[src/rtl/pc_flow_ctrl.sv]
// PC/front-end flow controller: redirect arbitration, bus-busy deferral, flush and debug halt.
// Optional statistics counters are built when PC_FLOW_CTRL_STAT_EN is defined.
module pc_flow_ctrl #(
  parameter int unsigned          ADDR_W       = 32,
  parameter logic [ADDR_W-1:0]    RESET_ADDR   = '0,
  parameter int unsigned          FLUSH_CYCLES = 2
) (
  input  logic              clk,
  input  logic              rst,
  input  logic              ex_jump_req_i,
  input  logic [ADDR_W-1:0] ex_jump_addr_i,
  input  logic              ex_hold_req_i,
  input  logic              clint_int_req_i,
  input  logic [ADDR_W-1:0] clint_int_addr_i,
  input  logic              clint_hold_req_i,
  input  logic              rib_hold_req_i,
  input  logic              jtag_halt_req_i,
  input  logic              jtag_reset_req_i,
  output logic              jump_flag_o,
  output logic [ADDR_W-1:0] jump_addr_o,
  output logic [2:0]        hold_flag_o,
`ifdef PC_FLOW_CTRL_STAT_EN
  output logic [31:0]       stat_redirect_cnt_o,
  output logic [31:0]       stat_hold_cnt_o,
`endif
  output logic              jtag_reset_flag_o,
  output logic              halted_o
);

  typedef enum logic [2:0] {
    S_RUN, S_PEND, S_JUMP, S_FLUSH, S_HALT
  } state_e;

  localparam logic [2:0] HOLD_NONE = 3'd0;
  localparam logic [2:0] HOLD_PC   = 3'd1;
  localparam logic [2:0] HOLD_ALL  = 3'd3;
  localparam logic [3:0] FLUSH_LD  = 4'(FLUSH_CYCLES);
  localparam logic [1:0] PRIO_EX   = 2'd1;
  localparam logic [1:0] PRIO_INT  = 2'd2;

  state_e            state_q, state_d;
  logic              jump_flag_q, jump_flag_d;
  logic [ADDR_W-1:0] jump_addr_q, jump_addr_d;
  logic [2:0]        hold_q, hold_d;
  logic              jrst_q, jrst_d;
  logic              halted_q, halted_d;
  logic [ADDR_W-1:0] pend_addr_q, pend_addr_d;
  logic [1:0]        pend_prio_q, pend_prio_d;
  logic [3:0]        cnt_q, cnt_d;

  logic              req_any;
  logic [1:0]        req_prio;
  logic [ADDR_W-1:0] req_addr;
  logic [2:0]        stall_lvl;
  logic [ADDR_W-1:0] pend_upd;
  logic              pend_win;

  // clint beats ex; a losing ex request is simply dropped
  assign req_any   = clint_int_req_i | ex_jump_req_i;
  assign req_prio  = clint_int_req_i ? PRIO_INT : PRIO_EX;
  assign req_addr  = clint_int_req_i ? clint_int_addr_i
                                     : ex_jump_addr_i;
  assign stall_lvl = (ex_hold_req_i | clint_hold_req_i) ? HOLD_ALL :
                     rib_hold_req_i ? HOLD_PC : HOLD_NONE;
  assign pend_win  = clint_int_req_i && (pend_prio_q < PRIO_INT);
  assign pend_upd  = pend_win ? clint_int_addr_i : pend_addr_q;

  always_comb begin
    state_d     = state_q;
    jump_flag_d = 1'b0;
    jump_addr_d = jump_addr_q;
    hold_d      = HOLD_NONE;
    jrst_d      = 1'b0;
    halted_d    = 1'b0;
    pend_addr_d = pend_addr_q;
    pend_prio_d = pend_prio_q;
    cnt_d       = cnt_q;
    if (jtag_reset_req_i) begin
      jrst_d      = 1'b1;
      hold_d      = HOLD_ALL;
      jump_addr_d = RESET_ADDR;
      pend_prio_d = '0;
      cnt_d       = '0;
      state_d     = S_RUN;
    end else begin
      unique case (state_q)
        S_RUN: begin
          if (jtag_halt_req_i) begin
            state_d  = S_HALT;
            halted_d = 1'b1;
            hold_d   = HOLD_ALL;
          end else if (req_any && rib_hold_req_i) begin
            state_d     = S_PEND;
            pend_addr_d = req_addr;
            pend_prio_d = req_prio;
            hold_d      = HOLD_PC;
          end else if (req_any) begin
            state_d     = S_JUMP;
            jump_flag_d = 1'b1;
            jump_addr_d = req_addr;
            hold_d      = HOLD_ALL;
          end else begin
            hold_d = stall_lvl;
          end
        end
        S_PEND: begin
          pend_addr_d = pend_upd;
          if (pend_win) pend_prio_d = PRIO_INT;
          if (!rib_hold_req_i) begin
            state_d     = S_JUMP;
            jump_flag_d = 1'b1;
            jump_addr_d = pend_upd;
            pend_prio_d = '0;
            hold_d      = HOLD_ALL;
          end else begin
            hold_d = HOLD_PC;
          end
        end
        S_JUMP: begin
          state_d = S_FLUSH;
          cnt_d   = FLUSH_LD;
          hold_d  = HOLD_ALL;
        end
        S_FLUSH: begin
          if (cnt_q > 4'd1) begin
            cnt_d  = cnt_q - 4'd1;
            hold_d = HOLD_ALL;
          end else begin
            cnt_d   = '0;
            state_d = S_RUN;
            hold_d  = stall_lvl;
          end
        end
        S_HALT: begin
          if (jtag_halt_req_i) begin
            halted_d = 1'b1;
            hold_d   = HOLD_ALL;
          end else begin
            state_d = S_RUN;
          end
        end
        default: state_d = S_RUN;
      endcase
    end
  end

  always_ff @(posedge clk) begin
    if (rst) begin
      state_q     <= S_RUN;
      jump_flag_q <= 1'b0;
      jump_addr_q <= RESET_ADDR;
      hold_q      <= HOLD_NONE;
      jrst_q      <= 1'b0;
      halted_q    <= 1'b0;
      pend_addr_q <= RESET_ADDR;
      pend_prio_q <= '0;
      cnt_q       <= '0;
    end else begin
      state_q     <= state_d;
      jump_flag_q <= jump_flag_d;
      jump_addr_q <= jump_addr_d;
      hold_q      <= hold_d;
      jrst_q      <= jrst_d;
      halted_q    <= halted_d;
      pend_addr_q <= pend_addr_d;
      pend_prio_q <= pend_prio_d;
      cnt_q       <= cnt_d;
    end
  end

  assign jump_flag_o       = jump_flag_q;
  assign jump_addr_o       = jump_addr_q;
  assign hold_flag_o       = hold_q;
  assign jtag_reset_flag_o = jrst_q;
  assign halted_o          = halted_q;

`ifdef PC_FLOW_CTRL_STAT_EN
  logic [31:0] redir_cnt_q, redir_cnt_d;
  logic [31:0] hold_cnt_q, hold_cnt_d;

  always_comb begin
    redir_cnt_d = redir_cnt_q;
    hold_cnt_d  = hold_cnt_q;
    if (jrst_q) begin
      redir_cnt_d = '0;
      hold_cnt_d  = '0;
    end else begin
      if (jump_flag_q) redir_cnt_d = redir_cnt_q + 32'd1;
      if (hold_q != HOLD_NONE) hold_cnt_d = hold_cnt_q + 32'd1;
    end
  end

  always_ff @(posedge clk) begin
    if (rst) begin
      redir_cnt_q <= '0;
      hold_cnt_q  <= '0;
    end else begin
      redir_cnt_q <= redir_cnt_d;
      hold_cnt_q  <= hold_cnt_d;
    end
  end

  assign stat_redirect_cnt_o = redir_cnt_q;
  assign stat_hold_cnt_o     = hold_cnt_q;
`endif

endmodule

[config.mk]
export PLATFORM = sky130hd
export DESIGN_NAME = pc_flow_ctrl
export DESIGN_NICKNAME = d
export VERILOG_FILES = /design/src/rtl/pc_flow_ctrl.sv
export SDC_FILE = /design/constraint.sdc
export NUM_CORES = 1
export LEC_CHECK = 0
export CAP_MARGIN = 40
export CELL_PAD_IN_SITES_DETAIL_PLACEMENT = 0
export CELL_PAD_IN_SITES_GLOBAL_PLACEMENT = 1
export CORE_MARGIN = 8
export CORE_UTILIZATION = 32
export CTS_BUF_LIST = sky130_fd_sc_hd__clkbuf_8
export DETAILED_ROUTE_END_ITERATION = 8
export HOLD_SLACK_MARGIN = 0.08
export PLACE_DENSITY_LB_ADDON = 0.1
export SLEW_MARGIN = 5
export SYNTH_ARGS = -nofsm -noshare
export SYNTH_HDL_FRONTEND = slang
export SYNTH_SLANG_ARGS = --single-unit
[constraint.sdc]
create_clock -name clk -period 1.77 [get_ports clk]
set_clock_uncertainty 0.2 [all_clocks]
set_input_delay 0.2655 -clock clk [delete_from_list [all_inputs] [get_ports clk]]
set_output_delay 0.2655 -clock clk [all_outputs]
set_load 0.02 [all_outputs]
* Yosys cells after proc, flatten, opt, wreduce, memory -nomap -nowiden
Cells that the tools add are included.
** Word-level totals
- Flip-flop bits (word level) :: 79
- Output and inout port bits :: 38
** Cells by class
- Eq/ne operators :: 13
- Add/subtract/negate cells :: 1
- Mux-type cells :: 42
- Reductions and logical operators :: 12
- Bitwise operators :: 4
- $lt $le $gt $ge :: 2
** Operators with widths (count)
- $mux W32 :: 8
- $pmux W32 S2 :: 2
- $mux W2 :: 13
- $mux W3 :: 6
- $pmux W3 S5 :: 1
- $ne A2 B2 Y1 const B :: 7
- $reduce_and A4 Y1 :: 3
- $pmux W2 S5 :: 1
- $pmux W4 S2 :: 1
- $mux W1 :: 7
- $eq A3 B2 Y1 const B :: 2
- $reduce_and A5 Y1 :: 1
- $gt A4 B1 Y1 const B :: 1
- $mux W4 :: 1
- $ne A4 B4 Y1 const B :: 1
- $pmux W2 S2 :: 1
- $reduce_bool A2 Y1 :: 2
- $reduce_or A2 Y1 :: 2
- $sub A4 B1 Y4 const B :: 1
- $eq A3 B1 Y1 const B :: 1
- $eq A3 B3 Y1 const B :: 1
- $logic_not A3 Y1 :: 1
- $ne A3 B3 Y1 const B :: 1
- $reduce_or A3 Y1 :: 1
- other kinds (5) :: 8

* Depth between registers and ports, before layout
- Depth after elaboration :: 7
- Depth in mapped cells :: 7

* Worst setup path after synthesis
Ideal clock, no wire load.
- Path kind :: register to register
- Start point :: register cnt_q[0]
- End point :: register cnt_q[3]
- Cell stages (with the launch flop) :: 7
- Setup slack :: -0.077 ns
- Data arrival time :: 1.556 ns
- Data required time :: 1.479 ns
- Clock period less this slack :: 1.847 ns
- Setup time :: 0.091 ns
- Path through :: dfxtp_1 inv_1 ha_1 or2_2 a21oi_1 a21oi_1 a311oi_1
** Between the ends
- Word-level cells in the longest chain between the ends :: 3
** Ends and longest elaborated chain
- from (decl) :: line 49 : logic [3:0] cnt_q, cnt_d;
- from (signal assigned) :: line 167 : cnt_q <= cnt_d;
- $sub A4 B1 Y4 / $gt A4 B1 Y1 (equally long branches) :: line 126, 125
- $mux W4 * :: line 125 : if (cnt_q > 4'd1) begin
- $pmux W4 S2 * :: line 86 : unique case (state_q)
Mark *: on every way between the ends. The rest lies on a longest branch, timed or not.
A chain may end at the register's enable or synchronous reset.

* Worst setup path after layout
- Start point :: register state_q[0]
- End point :: register pend_addr_q[2]
** Between the ends
- Word-level cells in the longest chain between the ends :: 3
** Ends and longest elaborated chain
- from (decl) :: line 41 : state_e state_q, state_d;
- from (signal assigned) :: line 159 : state_q <= state_d;
- $logic_not A3 Y1 / $eq A3 B1 Y1 (equally long branches) :: line 86
- $ne A2 B2 Y1 (no line) / $reduce_bool A2 Y1 (equally long branches)
- $reduce_and A4 Y1 (no line)
- to (signal assigned) :: line 165 : pend_addr_q <= pend_addr_d;
- to (decl) :: line 47 : logic [ADDR_W-1:0] pend_addr_q, pend_addr_d;
Several ways; a longest one is shown, not always the timed one.

==> PnR_summary.wiki <==
{| class="wikitable"
! Metric !! Value
|-
| Max-slew violation count || 0
|-
| Worst-skew pair later-pin latency || 0.35 ns
|-
| Global-route usage over all layers || 0.156
|-
| Core Rows || 37
|-
| Startpoint type of the worst setup path || flip-flop
|-
| H-Tree Depth || 3
|-
| Number of cell instances on the worst register-to-register path || 6
|-
| Area growth, synth to finish || 60.9%
|-
| Post-route cell area || 5290 um^2
|-
| Final weighted congestion of routability-driven global placement || 0.840
|-
| Gr ovfl total || 0
|-
| Number of synthesized register bits || 77
|-
| Biggest fanout along the worst timing path || 6
|-
| Placement-stage cell area || 4850 um^2
|-
| Combinational fraction of design power || 0.182
|-
| Data required time of the critical path || 1.80 ns
|-
| Top FF cell, synth || dfxtp_1
|-
| Number of nets with antenna violations after detailed routing || 0
|-
| Total number of vias || 3171
|-
| Count of buffers from port buffering || 109
|-
| Seq/Total Area, Yosys || 0.469
|-
| Net switching component of the power || 0.997 mW
|-
| Number of design-rule violations left by the first detailed-router iteration || 152
|-
| Finished Core Util || 0.522
|-
| Clock tree from TritonCTS || done
|-
| Maximum buffer depth of the clock tree || 2
|-
| Placeable core area || 10100 um^2
|-
| Async SR Flop Fraction || 0
|-
| Hold violation count in the final report || 0
|-
| Number of clock sinks seen by CTS || 77
|-
| Internal power || 2.83 mW
|-
| Total Routed Length || 11400 um
|-
| Max-cap check violation count || 0
|-
| IR Drop Worst-Case VDD || 0.332 mV
|-
| Type of the worst min-delay path || input pin to flip-flop
|-
| Number of nets in the layout || 534
|-
| Overall die height || 117 um
|-
| CP arrival || 1.87 ns
|-
| Antenna diodes || 0
|-
| Post-detailed-route wirelength per cell || 19.1 um
|-
| Buffer type at the clock tree root || clkbuf_8
|-
| Total Die Area || 13800 um^2
|-
| Unrepaired setup endpoints after global routing || yes
|-
| Fmax achieved || 0.544 GHz
|-
| Final period util || 1.04
|-
| Number of distinct library cells after synthesis || 41
|-
| Final worst path period need || 1.84 ns
|-
| Hold path depth || 4
|-
| Vias in the first global route || 3387
|-
| Synth warnings || 0
|-
| Post-Synthesis Cell Area || 3290 um^2
|-
| Maximum number of pins on one net before global-route repair || 33
|-
| Portion of total power attributed to the clock network || 0.344
|-
| Total power density per cell area || 723 nW/um^2
|-
| Wire length of the first global-routing pass || 17700 um
|-
| Hold bufs inserted after CTS || 0
|-
| Status || complete, but fails checks
|-
| Final setup violation count || 64
|-
| Antenna violations before repair || 0
|-
| Layout cell share with drive strength beyond 1 || 0.194
|-
| Detailed placement HPWL || 7390 um
|-
| Critical path endpoint category || flip-flop
|-
| Initial standard-cell utilization of the core || 0.324
|-
| LEAKAGE || 2.24 nW
|-
| Portion of total power attributed to sequential cells || 0.473
|-
| Net Sw Frac || 0.261
|-
| Mean post-synth cell area || 10.4 um^2
|-
| Most frequent standard cell in the layout excluding fill and tap cells || dfxtp_1
|-
| Most frequent cells in the layout || dfxtp_1, clkdlybuf4s50_1, a22o_1, buf_4, dlygate4sd2_1
|-
| Via count normalized by instance count || 5.29
|-
| I/O pin total || 111
|-
| CTS buffer count || 9
|-
| Clock-pin slew on the worst setup and hold paths || 0.08 ns
|-
| Number of enable flip-flop cells after synthesis || 0
|-
| Violations in the final reports || negative setup slack
|-
| DRT Pass-1 Iters || 4
|-
| Number of cells produced by synthesis || 316
|-
| Die Width || 117 um
|-
| Number of remaining DRC errors || 0
|-
| Class of the most critical setup path || flip-flop to flip-flop
|-
| Net count of the mapped netlist || 391
|-
| Final worst-path setup slack || -0.0690 ns
|}
## power groups by stage
stage / clock, mW / sequential [mW] / combinational [mW]
floorplan: 0 / 1.87 / 0.260
global placement: 0 / 1.85 / 0.634
detailed placement: 0 / 1.85 / 0.641
CTS: 1.36 / 1.81 / 0.683
global route: 1.43 / 1.82 / 0.745
finish: 1.32 / 1.81 / 0.697
## metrics by stage
step	total power [mW]	hold WS (ns)	cells	TNS [ns]	setup slack, ns
global route	3.99	0.262	600	-4.70	-0.121
finish	3.83	0.229	600	-1.65	-0.0690
CTS	3.86	0.227	593	-0.251	-0.0181
global placement	2.48	0.261	571	-30.54	-0.580
floorplan	2.13	0.132	316	0	0.0221
detailed placement	2.49	0.266	572	-27.38	-0.482
## sequential cells by signal (all words and copies together) (netlist names)
| name | count |
|---|---|
| jump_flag_o | 1 |
| jump_addr_o | 32 |
| jtag_reset_flag_o | 1 |
| cnt_q | 4 |
| halted_o | 1 |
| hold_flag_o | 2 |
| state_q | 3 |
| pend_prio_q | 1 |
| pend_addr_q | 32 |
## final cells by class
class                           count  area (um^2)
Clock inverter                      7         66.3
Clock buffer                        9          124
Inverter                            7         26.3
Fill cell                         930         4850
Multi-Input combinational cell    200         1670
Timing Repair Buffer              164         1690
Sequential cell                    77         1550
Tap cell                          136          170
## critical path, cell delays in order (launching register included)
cell,delay [ns]
dfxtp_4,0.37
nor3b_4,0.16
buf_6,0.13
o21a_4,0.16
clkbuf_16,0.18
a221o_1,0.33
a22o_1,0.20
## worst paths after layout
kind / start / end / slack, ns
worst min-delay path: rib_hold_req_i / pend_prio_q[1]$_SDFFE_PP0P_ / 0.23
worst min register to register: jump_addr_o[23]$_SDFFE_PP0P_ / jump_addr_o[23]$_SDFFE_PP0P_ / 0.27
worst max register to register: state_q[0]$_SDFFE_PP0P_ / pend_addr_q[2]$_SDFFE_PP0P_ / -0.07
worst max-delay path: state_q[0]$_SDFFE_PP0P_ / pend_addr_q[2]$_SDFFE_PP0P_ / -0.07
## synth_stat cells, types with 4 or more instances
master,n,area (um^2)
a21oi_1,10,50.1
a221o_1,32,320
a22o_1,64,561
and3_1,6,37.5
buf_2,26,130
clkbuf_1,4,15.0
dfxtp_1,77,1540
inv_1,7,26.3
nor2_1,12,45.0
nor3_1,5,25.0
nor3b_1,32,240
## per-layer routing
layer / GRT usage / vias up / wire length [um]
li1: - / 1532 / -
met1: 0.195 / 1530 / 5340
met2: 0.257 / 95 / 5390
met3: 0.0365 / 14 / 534
met4: 0.0527 / 0 / 170
met5: 0 / - / 0
## repair_timing
action	in CTS	in global routing
hold endpoints to repair	0	0
buffers inserted	3	2
pin swaps	3	88
gates cloned	2	5
endpoints found under the setup margin	101	74
gates resized for setup	52	16
## cells by family (layout without fill, tap and decap cells)
group	count (synthesis)	count (layout)	share of synthesized area
compound gates	126	126	0.326
flops	77	77	0.469
simple gates	71	71	0.140
buf+inv	39	187	0.0556
fa+ha+maj	2	2	0.00761
other cells	1	1	0.00114
Power figures use the tool's default switching activity.
